$ cat src/rtl/ste_snd_dma_ctrl.sv
// rtl/ste_snd_dma_ctrl.sv - STE DMA sound fetch sequencer with frame registers
module ste_snd_dma_ctrl #(
    parameter int LOAD_LEN = 4
) (
    input  logic        clk32,
    input  logic        resb,
    input  logic        CS,
    input  logic [3:0]  A,
    input  logic        RW,
    input  logic [15:0] DIN,
    output logic [15:0] DOUT,
    input  logic        SLOT,
    input  logic        SREQ,
    output logic        SLOAD_N,
    output logic [22:0] ADDR,
    output logic        ACTIVE,
    output logic        SINT
);

    typedef enum logic [1:0] {
        S_IDLE  = 2'd0,
        S_RUN   = 2'd1,
        S_FETCH = 2'd2,
        S_CHECK = 2'd3
    } state_t;

    state_t      state_q, state_d;
    logic [1:0]  ctrl_q, ctrl_d;              // bit0 PLAY, bit1 LOOP
    logic [22:0] start_sh_q, start_sh_d;      // CPU-visible frame start (word address)
    logic [22:0] end_sh_q, end_sh_d;          // CPU-visible frame end (word address)
    logic [22:0] work_start_q, work_start_d;  // frame start in use by the sequencer
    logic [22:0] work_end_q, work_end_d;      // frame end in use by the sequencer
    logic [22:0] counter_q, counter_d;
    logic [22:0] addr_q, addr_d;
    logic [3:0]  load_cnt_q, load_cnt_d;
    logic        sint_q, sint_d;
    logic        cs_q;

    logic        wr_commit;
    logic        play_rise;
    logic        unused_din;

    // Writes land on the trailing edge of CS, when A/DIN are settled
    assign wr_commit  = cs_q && !CS && !RW;
    assign play_rise  = wr_commit && (A == 4'd0) && DIN[0] && !ctrl_q[0];
    assign unused_din = ^DIN[15:8];

    assign SLOAD_N = (state_q != S_FETCH);
    assign ACTIVE  = (state_q != S_IDLE);
    assign ADDR    = addr_q;
    assign SINT    = sint_q;

    // Register readback; the frame/counter registers expose byte-address fields
    always_comb begin
        DOUT = 16'h0000;
        case (A)
            4'd0:    DOUT = {14'd0, ctrl_q};
            4'd1:    DOUT = {8'd0, start_sh_q[22:15]};
            4'd2:    DOUT = {8'd0, start_sh_q[14:7]};
            4'd3:    DOUT = {8'd0, start_sh_q[6:0], 1'b0};
            4'd4:    DOUT = {8'd0, counter_q[22:15]};
            4'd5:    DOUT = {8'd0, counter_q[14:7]};
            4'd6:    DOUT = {8'd0, counter_q[6:0], 1'b0};
            4'd7:    DOUT = {8'd0, end_sh_q[22:15]};
            4'd8:    DOUT = {8'd0, end_sh_q[14:7]};
            4'd9:    DOUT = {8'd0, end_sh_q[6:0], 1'b0};
            default: DOUT = 16'h0000;
        endcase
    end

    // Register writes and fetch sequencing; sequencer updates to ctrl override the CPU
    always_comb begin
        state_d      = state_q;
        ctrl_d       = ctrl_q;
        start_sh_d   = start_sh_q;
        end_sh_d     = end_sh_q;
        work_start_d = work_start_q;
        work_end_d   = work_end_q;
        counter_d    = counter_q;
        addr_d       = addr_q;
        load_cnt_d   = load_cnt_q;
        sint_d       = 1'b0;

        if (wr_commit) begin
            case (A)
                4'd0: ctrl_d            = DIN[1:0];
                4'd1: start_sh_d[22:15] = DIN[7:0];
                4'd2: start_sh_d[14:7]  = DIN[7:0];
                4'd3: start_sh_d[6:0]   = DIN[7:1];
                4'd7: end_sh_d[22:15]   = DIN[7:0];
                4'd8: end_sh_d[14:7]    = DIN[7:0];
                4'd9: end_sh_d[6:0]     = DIN[7:1];
                default: ;
            endcase
        end

        case (state_q)
            S_IDLE: begin
                if (play_rise) begin
                    work_start_d = start_sh_q;
                    work_end_d   = end_sh_q;
                    counter_d    = start_sh_q;
                    if (start_sh_q >= end_sh_q) begin
                        // Empty frame: report it as finished without fetching
                        sint_d    = 1'b1;
                        ctrl_d[0] = 1'b0;
                    end else begin
                        state_d = S_RUN;
                    end
                end
            end
            S_RUN: begin
                if (!ctrl_q[0]) begin
                    state_d = S_IDLE;
                end else if (SLOT && SREQ) begin
                    state_d    = S_FETCH;
                    addr_d     = counter_q;
                    load_cnt_d = 4'd0;
                end
            end
            S_FETCH: begin
                if (load_cnt_q == 4'(LOAD_LEN - 1)) begin
                    counter_d = counter_q + 23'd1;
                    state_d   = S_CHECK;
                end else begin
                    load_cnt_d = load_cnt_q + 4'd1;
                end
            end
            S_CHECK: begin
                if (counter_q == work_end_q) begin
                    sint_d = 1'b1;
                    if (ctrl_q[1]) begin
                        work_start_d = start_sh_q;
                        work_end_d   = end_sh_q;
                        counter_d    = start_sh_q;
                        state_d      = S_RUN;
                    end else begin
                        ctrl_d[0] = 1'b0;
                        state_d   = S_IDLE;
                    end
                end else if (!ctrl_q[0]) begin
                    state_d = S_IDLE;
                end else begin
                    state_d = S_RUN;
                end
            end
            default: state_d = S_IDLE;
        endcase
    end

    // State and register update with synchronous reset
    always_ff @(posedge clk32) begin
        if (!resb) begin
            state_q      <= S_IDLE;
            ctrl_q       <= 2'd0;
            start_sh_q   <= '0;
            end_sh_q     <= '0;
            work_start_q <= '0;
            work_end_q   <= '0;
            counter_q    <= '0;
            addr_q       <= '0;
            load_cnt_q   <= 4'd0;
            sint_q       <= 1'b0;
            cs_q         <= 1'b0;
        end else begin
            state_q      <= state_d;
            ctrl_q       <= ctrl_d;
            start_sh_q   <= start_sh_d;
            end_sh_q     <= end_sh_d;
            work_start_q <= work_start_d;
            work_end_q   <= work_end_d;
            counter_q    <= counter_d;
            addr_q       <= addr_d;
            load_cnt_q   <= load_cnt_d;
            sint_q       <= sint_d;
            cs_q         <= CS;
        end
    end

endmodule

$ cat config.mk
export PLATFORM = sky130hd
export DESIGN_NAME = ste_snd_dma_ctrl
export DESIGN_NICKNAME = d
export VERILOG_FILES = /design/src/rtl/ste_snd_dma_ctrl.sv
export SDC_FILE = /design/constraint.sdc
export NUM_CORES = 1
export LEC_CHECK = 0
export ABC_CLOCK_PERIOD_IN_PS = 2850
export BUFFER_PORTS_ARGS = -buffer_cell sky130_fd_sc_hd__buf_2
export CAP_MARGIN = 20
export CORE_ASPECT_RATIO = 1.75
export CORE_MARGIN = 5
export CORE_UTILIZATION = 43
export DETAILED_ROUTE_END_ITERATION = 16
export GPL_TIMING_DRIVEN = 0
export HOLD_SLACK_MARGIN = 0.12
export MAX_ROUTING_LAYER = met4
export PLACE_DENSITY_LB_ADDON = 0.08
export SKIP_CTS_REPAIR_TIMING = 1
export SLEW_MARGIN = 10
export SYNTH_ARGS = -nofsm -noshare
export SYNTH_HDL_FRONTEND = slang
export SYNTH_SLANG_ARGS = --single-unit
$ cat constraint.sdc
create_clock -name clk32 -period 2.85 [get_ports clk32]
set_clock_uncertainty 0.1 [all_clocks]
set_input_delay 0.57 -clock clk32 [delete_from_list [all_inputs] [get_ports clk32]]
set_output_delay 0.57 -clock clk32 [all_outputs]
set_load 0.02 [all_outputs]
==> impl_metrics.env <==
export IMPL_slowest_stage="a222oi_1"
export IMPL_clk_pin_slew_ns=0.06
export IMPL_worstMarginPinSlew_ns=0.897
export IMPL_max_cap_viol_count=0
export IMPL_first_iter_violations=439
export IMPL_die_h_um=181
export IMPL_power_net_switching_mw=1.04
export IMPL_fin_crit_sh_pct=101
export IMPL_grt_max_degree=17
export IMPL_start_kind="input port"
export IMPL_synth_main_ff_cell="dfxtp_1"
export IMPL_p_int_mw=3.29
export IMPL_crit_fanout=10
export IMPL_antenna_found_initial=0
export IMPL_violations="setup timing"
export IMPL_setup_viol=1
export IMPL_tritoncts="yes"
export IMPL_synth_edf_count=0
export IMPL_avgSynthCellArea_um2=7.82
export IMPL_min_path_cells=2
export IMPL_initial_core_util_pct=43.8
export IMPL_clkPwrFrac_pct=55.0
export IMPL_area_growth_pct=17.3
export IMPL_ant_nets=0
export IMPL_p_total_mw=4.33
export IMPL_fmax_ghz=0.346
export IMPL_cp_top_family="compound AO/OA/AOI/OAI gates"
export IMPL_min_to="cs_q"
export IMPL_drc=0
export IMPL_n_antenna_cell=0
export IMPL_rows=62
export IMPL_place_gp_congestion=0.981
export IMPL_ys_ff_latch=125
export IMPL_rrSetupSlack_ns=0.23
export IMPL_grt_ovfl_total=0
export IMPL_hold_violations=0
export IMPL_end_kind="primary output"
export IMPL_clock_root_buffer="clkbuf_16"
export IMPL_nFillCells=1743
export IMPL_required_ns=2.18
export IMPL_dieArea_um2=19600
export IMPL_vias_per_cell=5.69
export IMPL_synthCells=922
export IMPL_via_count=7001
export IMPL_wl_um=27300
export IMPL_synth_area_um2=7210
export IMPL_dr_pass1_iters=5
export IMPL_yosys_warnings=0
export IMPL_fin_cells=1231
export IMPL_cts_sinks=125
export IMPL_max_slew_margin_pct=40.2
export IMPL_pwr_share_seq_pct=40.5
export IMPL_rr_worst_depth=7
export IMPL_p_sw_share_pct=24.1
export IMPL_grt_pass1_vias=7109
export IMPL_cts_buffer_depth=2
export IMPL_track_usage_pct=29.4
export IMPL_dp_hpwl_um=21500
export IMPL_preCtsSetupSlack_ns=-0.698
export IMPL_power_density_nw_per_um2=512
export IMPL_die_w_um=108
export IMPL_async_reset_ff_share_pct=0
export IMPL_hp_start="CS"
export IMPL_leakage_nw=3.09
export IMPL_slowest_delay_ns=0.52
export IMPL_final_setup_worst_slack_ns=-0.0419
export IMPL_status="finished, violations left"
export IMPL_worst_path_buf_inv=3
export IMPL_seq_area_frac_synth_pct=34.7
export IMPL_clkLatencyLatePin_ns=0.42
export IMPL_portBuffers=50
export IMPL_wire_per_inst_um=22.2
export IMPL_io_pins=68
export IMPL_reg2reg_from="counter_q[16]"
export IMPL_nets=1050
export IMPL_ir_worst_vdd_uv=371
export IMPL_cp_cell_sequence="clkbuf_4 > buf_6 > nor2_1 > a22o_1 > a222oi_1 > o21ai_1 > buf_2"
export IMPL_cts_buffers=17
export IMPL_placed_cells=1203
export IMPL_htreeDepth=4
export IMPL_yosysUniqueCellTypes=66
export IMPL_min_period_ns=2.89
export IMPL_slew_viol_final=0
export IMPL_r2r_end="counter_q[2]"
export IMPL_grt_first_pass_wirelength_um=41900
export IMPL_crit_type="input port to primary output"
export IMPL_hp_class="input port to register"
export IMPL_combinationalPowerShare_pct=4.6
export IMPL_crit_arrival_ns=2.22
export IMPL_drive_gt1_share_pct=15.4
export IMPL_coreArea_um2=16400
==> area by class of cell <==
| type | instances | area, um2 | share of cell area, % |
|---|---|---|---|
| Buffer | 77 | 414 | 4.90 |
| Clock buffer | 18 | 439 | 5.19 |
| Clock inverter | 13 | 189 | 2.23 |
| Inverter | 36 | 135 | 1.60 |
| Multi-Input combinational cell | 686 | 4230 | 50.1 |
| Sequential cell | 125 | 2500 | 29.6 |
| Tap cell | 224 | 280 | 3.31 |
| Timing Repair Buffer | 52 | 265 | 3.14 |
==> cells by family after synthesis <==
kind of cell / after synthesis / share of synthesized area [%]
simple gates: 336 / 22.6
compound gates: 244 / 20.4
flops: 125 / 34.7
buf+inv: 118 / 7.46
mux: 41 / 6.00
fa+ha+maj: 29 / 5.03
xor+xnor: 28 / 3.82
other cells: 1 / 0.0520
==> flip-flops by register name, summed over array words and instances (netlist names), named ones only <==
signal / cells
state_q: 1
ADDR: 23
start_sh_q: 23
ctrl_q: 2
work_end_q: 23
cs_q: 1
end_sh_q: 23
load_cnt_q: 4
SINT: 1
counter_q: 23
==> placed cells by master, fill, tap and decap left out, drive strengths merged, types with 29 or more instances in the layout <==
master / count
a21oi: 125
buf: 81
clkbuf: 66
dfxtp: 125
ha: 29
inv: 38
mux2i: 32
nand2: 141
nand3: 44
nor2: 51
o21ai: 50
==> cells in the mapped netlist, types with 22 or more instances <==
library cell / count / area share [%]
a21oi_1: 124 / 8.6
clkbuf_1: 53 / 2.8
dfxtp_1: 125 / 35
ha_1: 29 / 5.0
inv_1: 35 / 1.8
mux2i_1: 32 / 4.4
nand2_1: 140 / 7.3
nand3_1: 44 / 3.1
nor2_1: 51 / 2.7
o21ai_0: 50 / 3.5
or3_1: 26 / 2.3
xnor2_1: 22 / 2.7
==> power groups by stage <==
stage               Combinational [mW]  Clock (mW)  Sequential, mW
global route                     0.207        2.48            1.75
detailed placement               0.188           0            1.79
floorplan                        0.101           0            1.79
global placement                 0.189           0            1.79
finish                           0.199        2.38            1.75
CTS                              0.189        2.40            1.75
==> stage by stage <==
step / hold slack, ns / util (%) / cell area (um2) / setup TNS (ns)
floorplan: 0.336 / - / 7240 / 0
detailed placement: 0.344 / 47.2 / 7770 / -6.69
global route: 0.296 / 51.4 / 8460 / -0.0159
finish: 0.270 / 51.4 / 8460 / -0.0419
CTS: 0.254 / 51.0 / 8390 / -4.47
global placement: 0.340 / 47.2 / 7770 / -5.94
==> how the worst max path moves through the flow <==
| stage | start | to | slack [ns] | cells past startpoint |
|---|---|---|---|---|
| 2_1_floorplan | A[0] | DOUT[1] | 0.09 | 6 |
| 3_3_place_gp | A[0] | DOUT[3] | -0.71 | 8 |
| 3_5_place_dp | A[0] | DOUT[3] | -0.70 | 8 |
| 4_1_cts | A[0] | DOUT[3] | -0.72 | 8 |
| 5_1_grt | A[1] | DOUT[2] | -0.01 | 7 |
| 6_report | A[1] | DOUT[0] | -0.04 | 7 |
==> layer usage <==
| metal | track usage (%) | routed length, um |
|---|---|---|
| met1 | 30.7 | 10100 |
| met2 | 50.1 | 14000 |
| met3 | 4.50 | 1220 |
| met4 | 19.9 | 1980 |
| met5 | - | 0 |
Power figures use the tool's default switching activity.
